==> src/rtl/muldiv_unit_pkg.sv <==
// Shared encodings for the iterative multiply/divide unit.
package muldiv_unit_pkg;

    localparam int WIDTH_DEF = 32;

    typedef enum logic [2:0] {
        OP_MULT  = 3'b000,
        OP_MULTU = 3'b001,
        OP_DIV   = 3'b010,
        OP_DIVU  = 3'b011,
        OP_MTHI  = 3'b100,
        OP_MTLO  = 3'b101
    } op_e;

    typedef enum logic {
        S_IDLE = 1'b0,
        S_RUN  = 1'b1
    } state_e;

endpackage

==> src/rtl/muldiv_unit_if.sv <==
// Request/result bundle between the control FSM and the mul/div unit.
interface muldiv_unit_if #(parameter int WIDTH = 32);
    logic             start;
    logic [2:0]       op;
    logic [WIDTH-1:0] a;
    logic [WIDTH-1:0] b;
    logic             busy;
    logic             done;
    logic [WIDTH-1:0] hi;
    logic [WIDTH-1:0] lo;

    modport master (output start, op, a, b, input busy, done, hi, lo);
    modport slave  (input start, op, a, b, output busy, done, hi, lo);
endinterface

==> src/rtl/muldiv_unit_step.sv <==
// One combinational iteration: shift-add multiply or restoring shift-subtract divide.
module muldiv_step #(
    parameter int WIDTH = 32
) (
    input  logic               is_div,
    input  logic [2*WIDTH-1:0] acc,
    input  logic [WIDTH-1:0]   opnd,
    output logic [2*WIDTH-1:0] acc_nxt
);
    logic [WIDTH:0] sum;
    logic [WIDTH:0] diff;

    // acc = {upper, lower}: product/multiplier for mult, remainder/quotient for div
    always_comb begin
        sum     = {1'b0, acc[2*WIDTH-1:WIDTH]} + {1'b0, opnd};
        diff    = acc[2*WIDTH-1:WIDTH-1] - {1'b0, opnd};
        acc_nxt = acc;
        if (is_div) begin
            if (!diff[WIDTH])
                acc_nxt = {diff[WIDTH-1:0], acc[WIDTH-2:0], 1'b1};
            else
                acc_nxt = {acc[2*WIDTH-2:0], 1'b0};
        end else if (acc[0]) begin
            acc_nxt = {sum, acc[WIDTH-1:1]};
        end else begin
            acc_nxt = {1'b0, acc[2*WIDTH-1:1]};
        end
    end
endmodule

==> src/rtl/muldiv_unit.sv <==
// Iterative MULT/MULTU/DIV/DIVU plus MTHI/MTLO; owns the HI/LO registers.
module muldiv_unit
    import muldiv_unit_pkg::*;
#(
    parameter int WIDTH = WIDTH_DEF
) (
    input  logic          clk,
    input  logic          reset,
    muldiv_unit_if.slave  bus
);
    localparam int            CW   = $clog2(WIDTH);
    localparam logic [CW-1:0] LAST = CW'(WIDTH - 1);

    state_e             state;
    logic [CW-1:0]      cnt;
    logic [2*WIDTH-1:0] acc, acc_nxt, prod_fix;
    logic [WIDTH-1:0]   opnd, a_orig, hi_q, lo_q, res_hi, res_lo, a_mag, b_mag;
    logic               is_div, neg_res, neg_rem, dz, busy_q, done_q, sgn;

    muldiv_step #(.WIDTH(WIDTH)) u_step (
        .is_div  (is_div),
        .acc     (acc),
        .opnd    (opnd),
        .acc_nxt (acc_nxt)
    );

    // Even op codes in the iterative group are the signed variants
    always_comb begin
        sgn   = ~bus.op[0];
        a_mag = (sgn && bus.a[WIDTH-1]) ? -bus.a : bus.a;
        b_mag = (sgn && bus.b[WIDTH-1]) ? -bus.b : bus.b;
    end

    always_comb begin
        prod_fix = neg_res ? -acc_nxt : acc_nxt;
        res_hi   = prod_fix[2*WIDTH-1:WIDTH];
        res_lo   = prod_fix[WIDTH-1:0];
        if (is_div) begin
            if (dz) begin
                res_hi = a_orig;
                res_lo = '1;
            end else begin
                res_lo = neg_res ? -acc_nxt[WIDTH-1:0] : acc_nxt[WIDTH-1:0];
                res_hi = neg_rem ? -acc_nxt[2*WIDTH-1:WIDTH] : acc_nxt[2*WIDTH-1:WIDTH];
            end
        end
    end

    always_ff @(posedge clk or negedge reset) begin
        if (!reset) begin
            state   <= S_IDLE;
            cnt     <= '0;
            acc     <= '0;
            opnd    <= '0;
            a_orig  <= '0;
            is_div  <= 1'b0;
            neg_res <= 1'b0;
            neg_rem <= 1'b0;
            dz      <= 1'b0;
            busy_q  <= 1'b0;
            done_q  <= 1'b0;
            hi_q    <= '0;
            lo_q    <= '0;
        end else begin
            done_q <= 1'b0;
            case (state)
                S_IDLE: begin
                    if (bus.start) begin
                        case (bus.op)
                            OP_MULT, OP_MULTU, OP_DIV, OP_DIVU: begin
                                state   <= S_RUN;
                                busy_q  <= 1'b1;
                                cnt     <= '0;
                                is_div  <= bus.op[1];
                                neg_res <= sgn & (bus.a[WIDTH-1] ^ bus.b[WIDTH-1]);
                                neg_rem <= sgn & bus.a[WIDTH-1];
                                dz      <= (bus.b == '0);
                                a_orig  <= bus.a;
                                opnd    <= b_mag;
                                acc     <= {{WIDTH{1'b0}}, a_mag};
                            end
                            OP_MTHI: hi_q <= bus.a;
                            OP_MTLO: lo_q <= bus.a;
                            default: ;
                        endcase
                    end
                end
                S_RUN: begin
                    acc <= acc_nxt;
                    cnt <= cnt + 1'b1;
                    if (cnt == LAST) begin
                        state  <= S_IDLE;
                        busy_q <= 1'b0;
                        done_q <= 1'b1;
                        hi_q   <= res_hi;
                        lo_q   <= res_lo;
                    end
                end
                default: state <= S_IDLE;
            endcase
        end
    end

    assign bus.busy = busy_q;
    assign bus.done = done_q;
    assign bus.hi   = hi_q;
    assign bus.lo   = lo_q;
endmodule

==> src/flat_wrapper.sv <==
// flat-port wrapper written by rule: the top's interface ports become plain ports
module muldiv_unit_flat import muldiv_unit_pkg::*;
#(
    parameter int WIDTH = WIDTH_DEF
)
  (clk, reset, bus_start, bus_op, bus_a, bus_b, bus_busy, bus_done, bus_hi, bus_lo);
  muldiv_unit_if #(.WIDTH(WIDTH)) bus_i ();
  input  logic clk;
  input  logic reset;
  input wire logic [$bits(bus_i.start)-1:0] bus_start;
  input wire logic [$bits(bus_i.op)-1:0] bus_op;
  input wire logic [$bits(bus_i.a)-1:0] bus_a;
  input wire logic [$bits(bus_i.b)-1:0] bus_b;
  output wire logic [$bits(bus_i.busy)-1:0] bus_busy;
  output wire logic [$bits(bus_i.done)-1:0] bus_done;
  output wire logic [$bits(bus_i.hi)-1:0] bus_hi;
  output wire logic [$bits(bus_i.lo)-1:0] bus_lo;
  assign bus_i.start = bus_start;
  assign bus_i.op = bus_op;
  assign bus_i.a = bus_a;
  assign bus_i.b = bus_b;
  assign bus_busy = bus_i.busy;
  assign bus_done = bus_i.done;
  assign bus_hi = bus_i.hi;
  assign bus_lo = bus_i.lo;
  muldiv_unit #(.WIDTH(WIDTH)) u_core (.clk(clk), .reset(reset), .bus(bus_i));
endmodule
==> config.mk <==
export PLATFORM = sky130hd
export DESIGN_NAME = muldiv_unit_flat
export DESIGN_NICKNAME = d
export VERILOG_FILES = /design/src/rtl/muldiv_unit_pkg.sv /design/src/rtl/muldiv_unit_if.sv /design/src/rtl/muldiv_unit_step.sv /design/src/rtl/muldiv_unit.sv /design/src/flat_wrapper.sv
export SDC_FILE = /design/constraint.sdc
export NUM_CORES = 1
export LEC_CHECK = 0
export CORE_ASPECT_RATIO = 0.6
export CORE_MARGIN = 2
export CORE_UTILIZATION = 50
export DETAILED_ROUTE_END_ITERATION = 6
export GPL_TIMING_DRIVEN = 0
export PLACE_DENSITY = 0.75
export SLEW_MARGIN = 40
export SYNTH_ARGS = -nofsm -noshare
export SYNTH_HDL_FRONTEND = slang
export SYNTH_HIERARCHICAL = 1
export SYNTH_SLANG_ARGS = --single-unit
==> constraint.sdc <==
create_clock -name clk -period 7.4 [get_ports clk]
set_input_delay 0.74 -clock clk [delete_from_list [all_inputs] [get_ports clk]]
set_output_delay 0.74 -clock clk [all_outputs]
set_load 0.005 [all_outputs]
==> results.ini <==
[run_status]
status = finished, violations left
violations = design-rule violations

[floorplanning]
start_util_pct = 50.6
io_pins = 136
coreArea_mm2 = 0.0349
die_height_um = 150
die_area_mm2 = 0.0369
fp.dieW_um = 247
rows = 53

[cts]
cts-root-buf = clkbuf_16
numCtsBuffers = 23
clk_pin_slew_ns = 0.06
cts.sinks = 204
cts_tree = yes
clock_latency_ns = 0.55
cts-htree-levels = 1
clock_path_buffers = 3

[sta]
slew_headroom_pct = 32.9
fin_worst_skew_ns = 0.0137
slew_violations = 0
setup_slack_ns = 0.0121
post-route-min-period_ns = 7.39
final.setup.tns_ns = 0
finalCritPeriodShare_pct = 99.8
finalHoldViolations = 0
fmax_ghz = 0.135
setup_viol = 0
rsz0062_at_grt = false
worst_slew_pin_slew_ns = 1.01

[yosys]
synthCells = 2288
synth_edf_count = 0
ys_ff_latch = 204
ys_seq_area_share_pct = 28.9
synth_ff_type = dfrtp_1
yosysWarnings = 6
postSynth.asyncResetShare_pct = 100
synth_area_per_cell_um2 = 7.72
synth_nets = 2430
ys_types = 96
synth_area_mm2 = 0.0177

[routing]
drtPass1Iterations = 7
wl_per_cell_um = 29.6
vias_per_cell = 6.97
ant_nets = 0
vias = 20400
drtIter0Drc = 3192
wl_um = 86800
drt_drc_violations_left = 2

[placed_design]
placed_cells = 2891
dp_hpwl_um = 68100
io_buffers = 130
gp_congestion = 1.09
pre_cts_slack_ns = -0.512

[setup_path]
critical_path.max_stage_delay_ns = 0.62
arrival_ns = 7.86
worstPathCellList = inv_1 -> ha_1 -> fa_1 -> nand2b_1 -> a21oi_2 -> a2111oi_4 -> o21a_2 -> nor3_4 -> o211ai_1 -> mux2i_4 -> buf_12 -> and2_1 -> buf_4 -> buf_4 -> nand2_1 -> a31oi_2 -> inv_1 -> ha_1 -> nor3b_1 -> nand4_1 -> or3_1 -> o41ai_2 -> mux2_2 -> nor2_1
crit_family = simple AND/OR/NAND/NOR gates
r2r_end = u_core/bus.hi[30]$_DFFE_PN0P_
crit_path_end_kind = flip-flop
r2r_setup_slack_ns = 0.01
worstPathRequired_ns = 7.87
crit_buf_inv = 5
cp_num_cells = 24
r2r_cells = 24
critical-path-slowest-cell = nor3b_1
crit_type = flip-flop to flip-flop
rr_startpoint = u_core/acc[31]$_DFFE_PN0P_
crit_fanout = 10
startpoint_type = flip-flop

[global_routing]
overflow = 0
grt_max_degree = 72
grt_pass1_vias = 18200
antenna_found_initial = 1
track_usage_pct = 45.9
grt_pass1_wl_um = 123000

[cells_and_area]
multiInputGateArea_mm2 = 0.0118
stdcell_count = 2934
syn_to_final_growth_pct = 16.6
layout_commonest_cell = nand2_1
seqCellArea_mm2 = 0.00510
nNetsFinal = 2592
fillers = 3276
drive_above_1_share_pct = 7.39
mostFrequentLayoutCells = 343 x nand2_1, 213 x o21ai_0, 204 x dfrtp_1, 176 x a21oi_1, 138 x nor2_1

[hold_path]
hp-class = input pin to async pin

[flow_run]
max_cap_violations = 0

-- cell usage after synthesis (9+ instances only) --
| master | count | area [um^2] |
|---|---|---|
| a211oi_1 | 36 | 270 |
| a21o_1 | 24 | 180 |
| a21oi_1 | 182 | 911 |
| a221oi_1 | 9 | 78.8 |
| a22oi_1 | 10 | 75.1 |
| a31oi_1 | 27 | 169 |
| and2_1 | 9 | 56.3 |
| and3_1 | 27 | 169 |
| buf_1 | 13 | 48.8 |
| clkbuf_1 | 129 | 484 |
| dfrtp_1 | 204 | 5100 |
| ha_1 | 70 | 876 |
| inv_1 | 65 | 244 |
| mux2_2 | 37 | 417 |
| mux2i_1 | 38 | 380 |
| nand2_1 | 343 | 1290 |
| nand2b_1 | 26 | 163 |
| nand3_1 | 35 | 175 |
| nand4_1 | 14 | 87.6 |
| nor2_1 | 140 | 526 |
| nor2b_1 | 38 | 238 |
| nor3_1 | 55 | 275 |
| nor3b_1 | 14 | 105 |
| nor4_1 | 22 | 138 |
| o211ai_1 | 26 | 195 |
| o21a_1 | 16 | 120 |
| o21ai_0 | 213 | 1070 |
| o21ai_1 | 11 | 55.1 |
| o22ai_1 | 27 | 169 |
| o31ai_1 | 37 | 278 |
| o41ai_1 | 28 | 245 |
| or2_2 | 13 | 81.3 |
| or3_1 | 37 | 231 |
| or4_1 | 27 | 203 |
| xnor2_1 | 90 | 788 |
| xor2_1 | 47 | 412 |
-- kinds of logic (layout without fill, tap and decap cells) --
kind of cell / Yosys count / after routing / synth area share (%)
AOI/OAI and AO/OA: 734 / 734 / 26.2
xor gates and xnor gates: 137 / 137 / 6.80
adders and majority gates: 72 / 72 / 5.19
buffers and inverters: 229 / 405 / 5.45
DFF: 204 / 204 / 28.9
muxes: 76 / 76 / 4.58
other: 0 / 3 / 0
and+or+nand+nor: 836 / 836 / 22.9
-- repair_timing --
action	CTS	global route
resized for setup	6	6
setup buffers	1	1
hold buffers	0	0
endpoints found under the setup margin	12	13
-- flip-flops by register name, indices dropped and copies added, names as in the netlist --
| signal | count |
|---|---|
| u_core/state | 1 |
| u_core/bus.lo | 32 |
| u_core/neg_res | 1 |
| u_core/bus.done | 1 |
| u_core/bus.busy | 1 |
| u_core/neg_rem | 1 |
| u_core/opnd | 32 |
| u_core/is_div | 1 |
| u_core/dz | 1 |
| u_core/cnt | 5 |
| u_core/bus.hi | 32 |
| u_core/acc | 64 |
| u_core/a_orig | 32 |
-- worst max-delay path by stage --
stage / to / start / slack (ns)
after global placement: u_core/acc[61]$_DFFE_PN0P_ / reset / -3.27
final: u_core/bus.hi[30]$_DFFE_PN0P_ / u_core/acc[31]$_DFFE_PN0P_ / 0.01
after floorplan: u_core/bus.hi[24]$_DFFE_PN0P_ / u_core/acc[34]$_DFFE_PN0P_ / 1.70
after detailed placement: u_core/bus.hi[28]$_DFFE_PN0P_ / u_core/acc[31]$_DFFE_PN0P_ / -0.51
after CTS: u_core/bus.hi[28]$_DFFE_PN0P_ / u_core/acc[31]$_DFFE_PN0P_ / 0.007
after global routing: u_core/bus.hi[30]$_DFFE_PN0P_ / u_core/acc[31]$_DFFE_PN0P_ / 0.05
-- through the flow --
| step | instance area [um^2] | util, % | hold WS, ns |
|---|---|---|---|
| 3_3_place_gp | 19500 | 56.0 | 0.457 |
| 3_5_place_dp | 19700 | 56.5 | 0.464 |
| 6_report | 20600 | 59.0 | 0.0528 |
| 4_1_cts | 20500 | 58.7 | 0.0567 |
| 2_1_floorplan | 17700 | - | 0.440 |
| 5_1_grt | 20600 | 59.0 | 0.0699 |
-- final cells by class --
type / count / share of cell area (%)
antenna: 3 / 0.0365
buffer: 160 / 3.51
clock buffer: 33 / 3.22
clock inverter: 6 / 0.280
inverter: 68 / 1.24
multi-input combinational: 1855 / 57.1
sequential: 204 / 24.8
tap: 467 / 2.84
timing repair buffer: 138 / 6.95
-- per-layer routing --
| metal | global-route usage, % | up-vias | part of all wire (%) |
|---|---|---|---|
| li1 | - | 8637 | - |
| met2 | 51.9 | 1779 | 34 |
| met1 | 68.8 | 9855 | 43 |
| met4 | 10.4 | 4 | 2.3 |
| met5 | 2.81 | - | 0.37 |
| met3 | 29.1 | 170 | 21 |
-- worst register-to-register path: cells and delay by family, from the launching register on --
kind	cells	cell delay, ns
buf+inv	5	1.04
mux	2	0.64
compound gates	6	1.80
simple gates	8	2.42
fa+ha+maj	3	0.99
flops	1	0.44
Power is not shown: default switching activity piles up to over one toggle a cycle in this logic, so the estimate is an artifact.
